`src/rtl/pnr_pkg.sv`:
```
// rtl/pnr_pkg.sv - shared FSM state encoding and reset-time channel selections for the PNR router
package pnr_pkg;

  typedef enum logic [1:0] {
    ST_RUN   = 2'd0,
    ST_PEND  = 2'd1,
    ST_BLANK = 2'd2
  } pnr_state_e;

  localparam int TRIG_RST = 0;
  localparam int PNR_RST  = 1;

endpackage

```
`src/rtl/pnr_sat_sub.sv`:
```
// rtl/pnr_sat_sub.sv - registered (sample - offset) with two's complement saturation to DW bits
module pnr_sat_sub #(
  parameter int DW = 14
) (
  input  logic                 clk_i,
  input  logic                 rstn_i,
  input  logic                 blank_i,
  input  logic signed [DW-1:0] dat_i,
  input  logic signed [DW-1:0] ofs_i,
  output logic signed [DW-1:0] dat_o
);

  localparam logic signed [DW-1:0] SMAX = {1'b0, {(DW-1){1'b1}}};
  localparam logic signed [DW-1:0] SMIN = {1'b1, {(DW-1){1'b0}}};

  logic signed [DW:0] diff;

  // One guard bit: overflow shows up as the top two bits disagreeing.
  assign diff = {dat_i[DW-1], dat_i} - {ofs_i[DW-1], ofs_i};

  always_ff @(posedge clk_i) begin
    if (!rstn_i) begin
      dat_o <= '0;
    end else if (blank_i) begin
      dat_o <= '0;
    end else if (diff[DW] != diff[DW-1]) begin
      dat_o <= diff[DW] ? SMIN : SMAX;
    end else begin
      dat_o <= diff[DW-1:0];
    end
  end

endmodule

```
`src/rtl/pnr_signal_router.sv`:
```
// rtl/pnr_signal_router.sv - routes two ADC channels to trigger/PNR paths with deferred, blanked switching
// Optional PNR_ROUTER_OFFSET_EN adds per-output offset subtraction with saturation (one extra stage).
module pnr_signal_router
  import pnr_pkg::*;
#(
  parameter  int DW  = 14,
  parameter  int NCH = 2,
  parameter  int BW  = 8,
  localparam int SW  = (NCH > 2) ? $clog2(NCH) : 1
) (
  input  logic                 clk_i,
  input  logic                 rstn_i,
  input  logic [NCH*DW-1:0]    adc_dat_i,
  input  logic [SW-1:0]        trig_sel_i,
  input  logic [SW-1:0]        pnr_sel_i,
  input  logic                 sel_req_i,
  input  logic                 busy_i,
  input  logic [BW-1:0]        blank_len_i,
`ifdef PNR_ROUTER_OFFSET_EN
  input  logic signed [DW-1:0] trig_ofs_i,
  input  logic signed [DW-1:0] pnr_ofs_i,
`endif
  output logic signed [DW-1:0] trig_sig_o,
  output logic signed [DW-1:0] pnr_sig_o,
  output logic                 sig_valid_o,
  output logic [SW-1:0]        trig_act_o,
  output logic [SW-1:0]        pnr_act_o,
  output logic                 sel_ack_o,
  output logic                 sel_err_o
);

  localparam logic [SW:0] NCH_W = (SW+1)'(NCH);

  pnr_state_e           state;
  logic [BW-1:0]        cnt;
  logic [SW-1:0]        lat_trig, lat_pnr;
  logic                 sel_bad, apply_run, apply_pend, apply_go, blank_next;
  logic [SW-1:0]        new_trig, new_pnr;
  logic signed [DW-1:0] trig_raw, pnr_raw;
  logic signed [DW-1:0] trig_q, pnr_q;
  logic                 valid_q, warm;

  always_comb begin
    sel_bad    = ({1'b0, trig_sel_i} >= NCH_W) || ({1'b0, pnr_sel_i} >= NCH_W);
    apply_run  = (state == ST_RUN) && sel_req_i && !sel_bad && !busy_i;
    apply_pend = (state == ST_PEND) && !busy_i;
    apply_go   = apply_run || apply_pend;
    new_trig   = apply_pend ? lat_trig : trig_sel_i;
    new_pnr    = apply_pend ? lat_pnr  : pnr_sel_i;
    // Blanking is known one edge early so the output registers can zero in step with the FSM.
    blank_next = (apply_go && (blank_len_i != '0)) ||
                 ((state == ST_BLANK) && (cnt != BW'(1)));
  end

  always_comb begin
    trig_raw = '0;
    pnr_raw  = '0;
    for (int k = 0; k < NCH; k++) begin
      if (trig_act_o == SW'(k)) trig_raw = adc_dat_i[k*DW +: DW];
      if (pnr_act_o  == SW'(k)) pnr_raw  = adc_dat_i[k*DW +: DW];
    end
  end

  always_ff @(posedge clk_i) begin
    if (!rstn_i) begin
      state      <= ST_RUN;
      cnt        <= '0;
      lat_trig   <= SW'(TRIG_RST);
      lat_pnr    <= SW'(PNR_RST);
      trig_act_o <= SW'(TRIG_RST);
      pnr_act_o  <= SW'(PNR_RST);
      sel_ack_o  <= 1'b0;
      sel_err_o  <= 1'b0;
    end else begin
      sel_ack_o <= 1'b0;
      sel_err_o <= 1'b0;
      case (state)
        ST_RUN: begin
          if (sel_req_i) begin
            if (sel_bad) begin
              sel_err_o <= 1'b1;
            end else begin
              lat_trig <= trig_sel_i;
              lat_pnr  <= pnr_sel_i;
              if (busy_i) state <= ST_PEND;
            end
          end
        end
        ST_PEND: ;
        ST_BLANK: begin
          cnt <= cnt - BW'(1);
          if (cnt == BW'(1)) begin
            state     <= ST_RUN;
            sel_ack_o <= 1'b1;
          end
        end
        default: state <= ST_RUN;
      endcase
      if (apply_go) begin
        trig_act_o <= new_trig;
        pnr_act_o  <= new_pnr;
        cnt        <= blank_len_i;
        if (blank_len_i == '0) begin
          state     <= ST_RUN;
          sel_ack_o <= 1'b1;
        end else begin
          state <= ST_BLANK;
        end
      end
    end
  end

  always_ff @(posedge clk_i) begin
    if (!rstn_i) begin
      trig_q  <= '0;
      pnr_q   <= '0;
      valid_q <= 1'b0;
      warm    <= 1'b0;
    end else begin
      warm    <= 1'b1;
      valid_q <= warm && !blank_next;
      trig_q  <= blank_next ? '0 : trig_raw;
      pnr_q   <= blank_next ? '0 : pnr_raw;
    end
  end

`ifdef PNR_ROUTER_OFFSET_EN
  logic blank_q;

  always_ff @(posedge clk_i) begin
    if (!rstn_i) begin
      blank_q     <= 1'b0;
      sig_valid_o <= 1'b0;
    end else begin
      blank_q     <= blank_next;
      sig_valid_o <= valid_q;
    end
  end

  pnr_sat_sub #(.DW(DW)) u_trig_sat (
    .clk_i   (clk_i),
    .rstn_i  (rstn_i),
    .blank_i (blank_q),
    .dat_i   (trig_q),
    .ofs_i   (trig_ofs_i),
    .dat_o   (trig_sig_o)
  );

  pnr_sat_sub #(.DW(DW)) u_pnr_sat (
    .clk_i   (clk_i),
    .rstn_i  (rstn_i),
    .blank_i (blank_q),
    .dat_i   (pnr_q),
    .ofs_i   (pnr_ofs_i),
    .dat_o   (pnr_sig_o)
  );
`else
  assign trig_sig_o  = trig_q;
  assign pnr_sig_o   = pnr_q;
  assign sig_valid_o = valid_q;
`endif

endmodule

```
`config.mk`:
```
export PLATFORM = sky130hd
export DESIGN_NAME = pnr_signal_router
export DESIGN_NICKNAME = d
export VERILOG_FILES = /design/src/rtl/pnr_pkg.sv /design/src/rtl/pnr_sat_sub.sv /design/src/rtl/pnr_signal_router.sv
export SDC_FILE = /design/constraint.sdc
export NUM_CORES = 1
export LEC_CHECK = 0
export BUFFER_PORTS_ARGS = -buffer_cell sky130_fd_sc_hd__buf_2
export CORE_ASPECT_RATIO = 1.75
export CORE_UTILIZATION = 41
export CTS_BUF_LIST = sky130_fd_sc_hd__clkbuf_8
export DETAILED_ROUTE_END_ITERATION = 6
export PLACE_DENSITY = 0.69
export SYNTH_ARGS = -nofsm -noshare
export SYNTH_HDL_FRONTEND = slang
export SYNTH_SLANG_ARGS = --single-unit
```
`constraint.sdc`:
```
create_clock -name clk_i -period 3.1 [get_ports clk_i]
set_input_delay 0.155 -clock clk_i [delete_from_list [all_inputs] [get_ports clk_i]]
set_output_delay 0.155 -clock clk_i [all_outputs]
set_load 0.03 [all_outputs]
```
Word-level counts from Yosys, hierarchy flattened

Cells that the tools add are included.

Equality and inequality tests: 8
Multiplexer cells: 17
$add $sub $neg: 1
Reductions and logical operators: 17
Bitwise logic cells: 1

Operators by type and width:

| kind                  | number |
|---|---|
| $mux W14              | 2 |
| $mux W8               | 2 |
| $mux W2               | 5 |
| $eq A8 B1 Y1 const B  | 1 |
| $logic_not A8 Y1      | 1 |
| $ne A8 B1 Y1 const B  | 1 |
| $reduce_bool A8 Y1    | 1 |
| $sub A8 B1 Y8 const B | 1 |
| $mux W1               | 7 |
| $logic_and A1 B1 Y1   | 6 |
| $ne A3 B3 Y1 const B  | 2 |
| $pmux W2 S3           | 1 |
| $reduce_and A4 Y1     | 1 |
| $ne A3 B2 Y1 const B  | 1 |
| $eq A2 B1 Y1 const B  | 1 |
| $eq A2 B2 Y1 const B  | 1 |
| $logic_not A1 Y1      | 2 |
| $logic_not A2 Y1      | 1 |
| $logic_or A1 B1 Y1    | 2 |
| $ne A2 B2 Y1 const B  | 1 |
| $reduce_and A2 Y1     | 1 |
| $reduce_bool A2 Y1    | 1 |
| $reduce_or A2 Y1      | 1 |
| $not A1 Y1            | 1 |

Bits of input ports: 42
Word-level logic and storage cells: 55
Flip-flop bits (word level): 45
Output and inout bits: 33

Logic depth before layout (Yosys ltp)

Gate-level depths: netlist of the first run.

Depth in word-level cells: 8
Gate-level depth with buffers: 7
Depth with buffers taken out: 6

Worst setup path before layout of the first run

No wires, ideal clock.

Kind: register -> register
Start point: register cnt[2]
End point: register trig_q[0] (netlist: trig_sig_o[0])
Stages on the path, launching flop included: 8
Setup time: 0.064 ns
Data required time: 3.036 ns
Path buffers: 3
Slack: 0.848 ns
Clock period less this slack: 2.252 ns
Arrival time: 2.188 ns
Cells stage by stage: dfxtp_1 -> buf_6 -> or4_4 -> or4b_4 -> a221o_1 -> buf_6 -> buf_12 -> nor2_4

Longest elaborated chain between the ends: 4

RTL lines:

| what                              | RTL line                 | text |
|---|---|---|
| start: declaration                | pnr_signal_router.sv:35  | `logic [BW-1:0] cnt;` |
| start signal: assignment          | pnr_signal_router.sv:91  | `cnt <= cnt - BW'(1);` |
| start signal: assignment          | pnr_signal_router.sv:102 | `cnt <= blank_len_i;` |
| $ne A8 B1 Y1                      | pnr_signal_router.sv:52  | `((state == ST_BLANK) && (cnt != BW'(1)));` |
| $logic_and A1 B1 Y1               | pnr_signal_router.sv:52  |  |
| $logic_or A1 B1 Y1                | pnr_signal_router.sv:51  | `blank_next = (apply_go && (blank_len_i != '0)) \|\|` |
| $reduce_or A2 Y1 (no source line) | --                       |  |
| end signal: assignment            | pnr_signal_router.sv:122 | `trig_q <= blank_next ? '0 : trig_raw;` |
| end: declaration                  | pnr_signal_router.sv:40  | `logic signed [DW-1:0] trig_q, pnr_q;` |

Every way passes these cells.
A chain may end at the register's enable or synchronous reset.

Final worst setup path of the first run

Start point: register cnt[2]
End point: register pnr_q[6] (netlist: pnr_sig_o[6])

Longest elaborated chain between the ends: 4

RTL lines:

| what                              | RTL line                 | text |
|---|---|---|
| $ne A8 B1 Y1                      | pnr_signal_router.sv:52  |  |
| $logic_and A1 B1 Y1               | pnr_signal_router.sv:52  |  |
| $logic_or A1 B1 Y1                | pnr_signal_router.sv:51  |  |
| $reduce_or A2 Y1 (no source line) | --                       |  |
| end signal: assignment            | pnr_signal_router.sv:123 | `pnr_q <= blank_next ? '0 : pnr_raw;` |
| end: declaration                  | pnr_signal_router.sv:40  |  |

Every way passes these cells.

==> impl_metrics.json, run 1 <==
{
  "status": "finished, final reports clean",
  "whs_ns": 0.0574,
  "core_area_um2": 4440,
  "gpl.final_weighted_congestion": 0.724,
  "slew_violations": 0,
  "grt_first_pass_wirelength_um": 6480,
  "power.static_leakage_nw": 1.13,
  "groute.layer.met2.usage_pct": 32.7,
  "comb_power_share_pct": 19.7,
  "cts_hold_buf": 0,
  "holdCritPathClass": "input pin to register",
  "timing.final.hold_violations": 0,
  "htree_num_levels": 2,
  "power.switching_fraction_pct": 29.2,
  "switching_power_uw": 401,
  "syn_nets": 236,
  "wl_per_cell_um": 13.0,
  "ys_seq_area_share_pct": 47.2,
  "r2r_slack_ns": 0.47,
  "global_routing_usage_on_met1_pct": 18.1,
  "synth_top_family_by_area": "simple AND/OR/NAND/NOR gates",
  "worstPathRequired_ns": 3.33,
  "initial_core_util_pct": 43.0,
  "synthesis.instances": 192,
  "critical_path.reg2reg.startpoint": "cnt[2]$_SDFFE_PN0P_",
  "setup_clock_skew_after_layout_ns": 0.00482,
  "setup_violations": 0,
  "post_synth_xor_area_fraction_pct": 0,
  "crit_path_max_fanout": 18,
  "io_buffer_count": 73,
  "cts.path.max_buffers": 2,
  "finalCriticalPeriod_ns": 2.63,
  "start_kind": "register",
  "register_to_register_path_depth": 5,
  "detailed_routing_iterations_pass_1": 4,
  "routed-via-count": 1601,
  "n_antenna_cell": 0,
  "grt_overflow": 0,
  "vdd_ir_drop_max_uv": 372,
  "grt_antenna_before_repair": 0,
  "synthTopCellsByArea": "sky130_fd_sc_hd__dfxtp_1 (47%), sky130_fd_sc_hd__mux2i_1 (16%), sky130_fd_sc_hd__nor2_1 (5.9%)",
  "dp.final_hpwl_um": 3110,
  "root_buffer": "sky130_fd_sc_hd__clkbuf_8",
  "number_of_distinct_library_cells_after_synthesis": 40,
  "number_of_register_bits_inferred_by_synthesis": 45,
  "postCtsResizedCells": 0,
  "yosys-mux-area-fraction_pct": 15.7,
  "min_period_over_period_pct": 85.0,
  "initialDrtViolationCount": 32,
  "yosys_most_used_dff": "sky130_fd_sc_hd__dfxtp_1",
  "clock_power_share_pct": 32.3,
  "reg2reg_to": "pnr_sig_o[6]$_SDFF_PP0_",
  "cts_post_setup_buffers_inserted": 0,
  "grt_setup_unrepaired": "false",
  "synthAdderAreaFrac_pct": 1.31,
  "worst_rel_slew_slack_pct": 37.9,
  "route.final.wire_length_um": 4070,
  "row_count": 32,
  "netlist_area_um2": 1910,
  "largest_net_degree_at_the_start_of_global_routing": 19,
  "globalRouteTotalUtil_pct": 18.2,
  "post_synth.cell_area_avg_um2": 9.94,
  "clk_pin_slew_worst_paths_ns": 0.08,
  "remaining_drc_errors": 0,
  "min_delay_worst_endpoint": "warm$_DFF_P_",
  "cts-buffers-inserted": 5,
  "drive_gt1_share_pct": 37.0,
  "pin_count": 75,
  "min_path_cells": 1,
  "area_added_between_synthesis_and_finish_pct": 24.5,
  "post-synth-top-area-fraction_pct": 47.2,
  "nets": 305,
  "postRouteAntennaNets": 0,
  "post_drt_via_cell_ratio": 5.12,
  "power.internal_uw": 971,
  "maxClockFrequency_ghz": 0.380,
  "hold_path.startpoint": "rstn_i",
  "clk_latency_ns": 0.30,
  "die_y_um": 92.3,
  "dieArea_um2": 4940,
  "synth_edf_count": 0,
  "post_synth_and_or_nand_nor_area_fraction_pct": 21.6,
  "synth.top_cells.by_count": "sky130_fd_sc_hd__dfxtp_1 (45), sky130_fd_sc_hd__mux2i_1 (30), sky130_fd_sc_hd__nor2_1 (30)",
  "cts.sinks": 45,
  "cell_taking_the_most_area_after_synthesis": "sky130_fd_sc_hd__dfxtp_1",
  "synthArstFlopShare_pct": 0,
  "synth_most_common_cell": "sky130_fd_sc_hd__dfxtp_1",
  "worst_setup_path_type": "register to register",
  "end_kind": "register",
  "cts_tree": "yes",
  "global_route.peak_usage_layer": "met2",
  "drv.max_cap_violation_count": 0,
  "totalNegativeSetupSlack_ns": 0,
  "synth_compound_area_share_pct": 8.65,
  "dieWidth_um": 53.6,
  "yosys_warnings": 0,
  "cellPowerDensity_nw_per_um2": 577,
  "worst_pin_slew_ns": 0.930,
  "grt_pass1_vias": 1514,
  "seqPwrFrac_pct": 48.0,
  "met3_usage_pct": 4.81,
  "arrival_ns": 2.87
}
-- worst max-delay path: stages, from the launching register on --
cell	delay, ns
sky130_fd_sc_hd__dfxtp_1	0.38
sky130_fd_sc_hd__or4_4	0.58
sky130_fd_sc_hd__or4b_4	0.54
sky130_fd_sc_hd__a221o_1	0.61
sky130_fd_sc_hd__buf_4	0.34
sky130_fd_sc_hd__nor2_1	0.12
-- cells by family after synthesis --
kind of cell	after synthesis
flops	45
fa+ha+maj	2
other cells	1
mux	30
simple gates	72
buf+inv	16
compound gates	26
-- registers in the layout (all words and copies together), names as in the netlist --
register     flops
pnr_sig_o       14
trig_sig_o      14
cnt              8
state            2
lat_pnr          1
lat_trig         1
pnr_act_o        1
sel_ack_o        1
sig_valid_o      1
trig_act_o       1
warm             1
-- metal layers --
metal | vias to the layer above | share of wire [%]
met4 | 0 | 2.1
met1 | 741 | 37
met5 | - | 0
li1 | 802 | -
met3 | 7 | 6.1
met2 | 51 | 55
-- cell usage in the layout (no fill, tap or decap), drive strengths merged, types with 2 or more instances in the layout --
cell,netlist,final
or4b,2,2
inv,3,3
dfxtp,45,45
nand3,4,4
a221oi,2,2
o311ai,2,2
or3,2,2
nor4,4,4
nor2,40,40
clkbuf,7,5
nor3,3,3
a21oi,13,13
ha,2,2
nand2,8,8
o21ai,2,2
buf,6,75
or4,2,2
mux2i,30,30
-- power groups by stage --
stage	logic (mW)	clock network [mW]	registers, mW
3_3_place_gp	0.267	0	0.672
2_1_floorplan	0.150	0	0.716
6_report	0.270	0.443	0.659
5_1_grt	0.295	0.481	0.666
3_5_place_dp	0.272	0	0.674
4_1_cts	0.272	0.459	0.660
-- layout make-up --
cell class | instances | area, um^2
Clock buffer | 5 | 68.8
Fill cell | 444 | 2070
Multi-Input combinational cell | 131 | 906
Inverter | 3 | 11.3
Tap cell | 51 | 63.8
Sequential cell | 45 | 901
Timing Repair Buffer | 75 | 380
Clock inverter | 3 | 46.3
-- how the worst max path moves through the flow --
stage	startpoint	endpoint	slack [ns]	cells after the start
floorplan	cnt[2]$_SDFFE_PN0P_	trig_sig_o[0]$_SDFF_PP0_	0.85	7
global placement	cnt[2]$_SDFFE_PN0P_	trig_sig_o[7]$_SDFF_PP0_	0.52	5
detailed placement	cnt[2]$_SDFFE_PN0P_	pnr_sig_o[6]$_SDFF_PP0_	0.47	5
CTS	cnt[2]$_SDFFE_PN0P_	pnr_sig_o[6]$_SDFF_PP0_	0.45	5
global route	cnt[2]$_SDFFE_PN0P_	pnr_sig_o[6]$_SDFF_PP0_	0.34	5
finish	cnt[2]$_SDFFE_PN0P_	pnr_sig_o[6]$_SDFF_PP0_	0.47	5
-- through the flow --
stage | power [mW] | instance area, um^2 | instances | utilization, % | worst slack [ns]
finish | 1.37 | 2380 | 313 | 53.5 | 0.465
global route | 1.44 | 2380 | 313 | 53.5 | 0.336
CTS | 1.39 | 2380 | 313 | 53.5 | 0.452
detailed placement | 0.946 | 2260 | 305 | 50.9 | 0.472
global placement | 0.940 | 2260 | 305 | 50.9 | 0.520
floorplan | 0.866 | 1910 | 192 | - | 0.848
(Power assumes the default switching activity.)
==> run 2: changes to the inputs <==
PLACE_DENSITY = 0.72   (was 0.69)
clock period = 2.2 ns   (was 3.1 ns; I/O delays follow)
==> impl_metrics.json, run 2 (same netlist as run 1, synthesis figures left out) <==
{
  "status": "finished, final reports clean",
  "worst_setup_path_type": "register to register",
  "clk_pin_slew_worst_paths_ns": 0.08,
  "dp.final_hpwl_um": 3250,
  "arrival_ns": 2.33,
  "crit_path_max_fanout": 28,
  "cts.sinks": 45,
  "initial_core_util_pct": 43.0,
  "critPathSlowestCell": "sky130_fd_sc_hd__or4_4",
  "crit_path_max_incr_delay_ns": 0.54,
  "finalCriticalPeriod_ns": 2.10,
  "htree_num_levels": 2,
  "root_buffer": "sky130_fd_sc_hd__clkbuf_8",
  "most-common-layout-cells": "sky130_fd_sc_hd__buf_2 (73), sky130_fd_sc_hd__dfxtp_1 (45), sky130_fd_sc_hd__mux2i_1 (30), sky130_fd_sc_hd__nor2_1 (30), sky130_fd_sc_hd__a21oi_1 (13)",
  "end_kind": "register",
  "setup_clock_skew_after_layout_ns": 0.00707,
  "seqPwrFrac_pct": 50.4,
  "vdd_ir_drop_max_uv": 429,
  "worstPathRequired_ns": 2.43,
  "routed-via-count": 1641,
  "drive_gt1_share_pct": 38.4,
  "min_path_cells": 1,
  "remaining_drc_errors": 0,
  "grt_overflow": 0,
  "pin_count": 75,
  "r2r_slack_ns": 0.1,
  "wl_per_cell_um": 13.0,
  "min_period_over_period_pct": 95.5,
  "timing.final.hold_violations": 0,
  "gpl.final_weighted_congestion": 0.824,
  "grt_first_pass_wirelength_um": 6690,
  "most_common_library_cell_in_the_layout_ignoring_fill_and_taps": "sky130_fd_sc_hd__buf_2",
  "cts.path.max_buffers": 2,
  "cellPowerDensity_nw_per_um2": 750,
  "postCtsResizedCells": 0,
  "cts_tree": "yes",
  "start_kind": "register",
  "drv.max_cap_violation_count": 0,
  "setup_violations": 0,
  "postLayoutCellArea_um2": 2400,
  "cts_hold_buf": 0,
  "post_drt_via_cell_ratio": 5.14,
  "maxClockFrequency_ghz": 0.476,
  "cts-buffers-inserted": 5,
  "placed_area_um2": 2320,
  "register_to_register_path_depth": 5,
  "clk_latency_ns": 0.29,
  "detailed_routing_iterations_pass_1": 4,
  "clock_power_share_pct": 26.5,
  "grt_antenna_before_repair": 0,
  "power.switching_fraction_pct": 30.3,
  "min_delay_worst_endpoint": "warm$_DFF_P_",
  "globalRouteTotalUtil_pct": 18.7,
  "critPathLaunch": "cnt[2]$_SDFFE_PN0P_",
  "reg2reg_to": "pnr_sig_o[7]$_SDFF_PP0_",
  "grt_setup_unrepaired": "false",
  "die_y_um": 92.3,
  "row_count": 32,
  "dieWidth_um": 53.6,
  "worst_rel_slew_slack_pct": 56.6,
  "worst_pin_slew_ns": 0.650,
  "area_added_between_synthesis_and_finish_pct": 25.9,
  "holdCritPathClass": "input pin to register",
  "power.internal_mw": 1.26,
  "power.static_leakage_nw": 1.17,
  "largest_net_degree_at_the_start_of_global_routing": 29,
  "slew_violations": 0,
  "switching_power_uw": 546,
  "n_antenna_cell": 0,
  "comb_power_share_pct": 23.1,
  "initialDrtViolationCount": 37,
  "route.final.wire_length_um": 4150,
  "grt_pass1_vias": 1537,
  "nets": 311,
  "totalNegativeSetupSlack_ns": 0,
  "hold_path.startpoint": "rstn_i",
  "io_buffer_count": 73,
  "crit_path_cell_trace": "or4_4 > or4b_4 > a221o_2 > buf_12 > nor2_1",
  "core_area_um2": 4440,
  "critical_path.reg2reg.startpoint": "cnt[2]$_SDFFE_PN0P_",
  "n_fill_cell": 442,
  "cts_post_setup_buffers_inserted": 0,
  "postRouteAntennaNets": 0,
  "dieArea_um2": 4940
}
[run 2: changes by cell type in the layout (fill, tap and decap cells not counted), sizes merged]
cell / change
buf: +6
bufinv: -1
clkinv: +1
clkinvlp: -1
inv: +1
[run 2: metal layers]
metal | wire [um] | up-vias | global-route usage (%)
met5 | 0 | - | 0
met4 | 121 | 0 | 10.3
met3 | 255 | 8 | 4.48
met2 | 2280 | 55 | 33.8
met1 | 1490 | 761 | 18.2
li1 | - | 817 | -
[run 2: critical path, delay by kind of cell, from the launching register on]
| family | cells | cell delay, ns |
|---|---|---|
| simple gates | 3 | 1.17 |
| compound gates | 1 | 0.37 |
| flops | 1 | 0.32 |
| buf+inv | 1 | 0.19 |
[run 2: final cells by class]
type / instances / area, um^2 / area share [%]
Multi-Input combinational cell: 131 / 907 / 37.7
Sequential cell: 45 / 901 / 37.5
Timing Repair Buffer: 81 / 438 / 18.2
Clock buffer: 5 / 68.8 / 2.86
Tap cell: 51 / 63.8 / 2.65
Clock inverter: 3 / 13.8 / 0.573
Inverter: 3 / 11.3 / 0.469
[run 2: power by group through the flow]
| stage | Sequential, mW | Clock (mW) | Combinational [mW] |
|---|---|---|---|
| 2_1_floorplan | 1.01 | 0 | 0.212 |
| 3_3_place_gp | 0.928 | 0 | 0.414 |
| 3_5_place_dp | 0.929 | 0 | 0.420 |
| 4_1_cts | 0.909 | 0.498 | 0.421 |
| 5_1_grt | 0.917 | 0.537 | 0.454 |
| 6_report | 0.908 | 0.477 | 0.417 |
[run 2: worst max path at each step]
| stage | endpoint | cells past startpoint |
|---|---|---|
| after global placement | trig_sig_o[13]$_SDFF_PP0_ | 5 |
| final | pnr_sig_o[7]$_SDFF_PP0_ | 5 |
| after floorplan | trig_sig_o[0]$_SDFF_PP0_ | 7 |
| after global routing | pnr_sig_o[5]$_SDFF_PP0_ | 5 |
| after CTS | pnr_sig_o[7]$_SDFF_PP0_ | 5 |
| after detailed placement | pnr_sig_o[7]$_SDFF_PP0_ | 5 |
[run 2: per-stage QoR]
step	utilization (%)	cells	setup slack, ns	power (mW)	hold WS (ns)
finish	54.1	319	0.0989	1.80	0.0109
global route	54.1	319	0.0342	1.91	0.00642
CTS	54.1	319	0.0941	1.83	0.00132
detailed placement	52.2	311	0.109	1.35	0.317
global placement	52.2	311	0.144	1.34	0.312
floorplan	-	192	0.00789	1.22	0.138
==> run 3: changes to the inputs <==
GPL_TIMING_DRIVEN = 0   (was unset)
==> impl_metrics.json, run 3 (same netlist as run 1, synthesis figures left out) <==
{
  "min_path_cells": 1,
  "grt_antenna_before_repair": 0,
  "grt_pass1_vias": 1601,
  "nets": 323,
  "io_buffer_count": 73,
  "finalCriticalPeriod_ns": 2.15,
  "worst_pin_slew_ns": 0.755,
  "most_common_library_cell_in_the_layout_ignoring_fill_and_taps": "sky130_fd_sc_hd__buf_2",
  "holdCritPathClass": "input pin to register",
  "start_kind": "register",
  "combined_area_of_the_multi_input_logic_cells_um2": 923,
  "root_buffer": "sky130_fd_sc_hd__clkbuf_8",
  "core_area_um2": 4440,
  "row_count": 32,
  "dp.final_hpwl_um": 3220,
  "status": "finished, final reports clean",
  "gpl.final_weighted_congestion": 0.832,
  "worst_setup_path_type": "register to register",
  "wl_per_cell_um": 13.0,
  "routed-via-count": 1662,
  "final.setup.worst_slack_ns": 0.0525,
  "crit_path_max_incr_delay_ns": 0.54,
  "maxClockFrequency_ghz": 0.466,
  "largest_net_degree_at_the_start_of_global_routing": 16,
  "numPlacedInstances": 316,
  "path_depth": 6,
  "timing.final.hold_violations": 0,
  "dieArea_um2": 4940,
  "setup_violations": 0,
  "remaining_drc_errors": 0,
  "min_period_over_period_pct": 97.6,
  "initial_core_util_pct": 43.0,
  "grt_overflow": 0,
  "globalRouteTotalUtil_pct": 18.8,
  "crit_path_cell_trace": "or4_4 > or4b_4 > a221o_1 > buf_6 > clkbuf_16 > nor2_1",
  "worst_rel_slew_slack_pct": 49.7,
  "arrival_ns": 2.38,
  "most-common-layout-cells": "sky130_fd_sc_hd__buf_2 (73), sky130_fd_sc_hd__dfxtp_1 (42), sky130_fd_sc_hd__mux2i_1 (30)",
  "setup_clock_skew_after_layout_ns": 0.00798,
  "finalPower_mw": 1.89,
  "grt_first_pass_wirelength_um": 6770,
  "area_added_between_synthesis_and_finish_pct": 34.0,
  "route.final.wire_length_um": 4300,
  "seq_area_um2": 907,
  "dp_worst_setup_slack_ns": -0.0742,
  "cts_tree": "yes",
  "vdd_ir_drop_max_uv": 436,
  "grt_setup_unrepaired": "true",
  "dieWidth_um": 53.6,
  "drv.max_cap_violation_count": 0,
  "register_to_register_path_depth": 6,
  "slew_violations": 0,
  "power.static_leakage_nw": 1.22,
  "end_kind": "register",
  "post_drt_via_cell_ratio": 5.02,
  "crit_path_max_fanout": 7,
  "detailed_routing_iterations_pass_1": 4,
  "worstPathRequired_ns": 2.43,
  "postRouteAntennaNets": 0,
  "clk_latency_ns": 0.30,
  "initialDrtViolationCount": 20,
  "cts.path.max_buffers": 2,
  "cellPowerDensity_nw_per_um2": 740,
  "drive_gt1_share_pct": 41.1,
  "final_cells": 331,
  "clk_pin_slew_worst_paths_ns": 0.08,
  "n_antenna_cell": 0,
  "critical-path-top-delay-family": "simple AND/OR/NAND/NOR gates",
  "n_fill_cell": 443,
  "htree_num_levels": 2,
  "cts-buffers-inserted": 5,
  "worst-path-buf-inv": 2,
  "totalNegativeSetupSlack_ns": 0,
  "die_y_um": 92.3,
  "critPathSlowestCell": "sky130_fd_sc_hd__or4_4",
  "pin_count": 75,
  "cts.sinks": 45,
  "layout.core_utilization_pct": 57.6
}
==> run 3: changes by cell type in the layout (fill, tap and decap cells not counted), moves of 2 or more <==
cell	previous run	this run
sky130_fd_sc_hd__nor2_2	1	5
sky130_fd_sc_hd__nor2_1	30	25
sky130_fd_sc_hd__buf_4	7	5
sky130_fd_sc_hd__buf_6	0	2
sky130_fd_sc_hd__clkbuf_1	0	7
sky130_fd_sc_hd__dfxtp_1	45	42
sky130_fd_sc_hd__dfxtp_2	0	2
==> run 3: path summary, 6_finish.rpt <==
| kind | slack, ns | start | to |
|---|---|---|---|
| setup / recovery | 0.05 | cnt[5]$_SDFFE_PN0P_ | pnr_sig_o[3]$_SDFF_PP0_ |
| hold / removal | 0.02 | rstn_i | warm$_DFF_P_ |
| setup reg to reg | 0.05 | cnt[5]$_SDFFE_PN0P_ | pnr_sig_o[3]$_SDFF_PP0_ |
| hold reg to reg | 0.46 | warm$_DFF_P_ | sig_valid_o$_SDFF_PN0_ |
==> run 3: report_power, final <==
part           total, mW  leakage, nW  internal [mW]  switching, mW
sequential         0.900        0.373          0.877         0.0232
combinational      0.480        0.799          0.201          0.278
clock              0.513       0.0445          0.226          0.288
total               1.89         1.22           1.30          0.589
==> run 3: cell type report <==
cell class | count | share of cell area [%]
inverters | 3 | 0.440
clock buffers | 5 | 2.69
flip-flops and latches | 45 | 35.5
well taps | 51 | 2.49
plain buffers | 13 | 3.72
multi-input cells | 131 | 36.1
repair buffers | 80 | 18.3
clock inverters | 3 | 0.831
==> run 3: routing by layer <==
layer	part of all wire (%)	global-route usage [%]	up-vias
met2	56	34.7	60
li1	-	-	842
met5	0	0	-
met1	35	16.9	746
met3	5.8	4.98	14
met4	3.2	11.2	0
==> run 3: metrics by stage <==
step           cell area (um^2)  hold slack [ns]
6_report                   2560           0.0151
3_3_place_gp               2340            0.315
5_1_grt                    2560          0.00969
3_5_place_dp               2340            0.317
2_1_floorplan              1910            0.138
4_1_cts                    2510          0.00510
==> run 3: what timing repair did <==
| item | in CTS | in global routing |
|---|---|---|
| hold endpoints to repair | 0 | 0 |
| gates resized for setup | 4 | 8 |
| endpoints found under the setup margin | 20 | 27 |
| setup buffers | 5 | 0 |
| gates cloned | 1 | 1 |
| hold buffers | 0 | 0 |
| pin swaps | 3 | 2 |
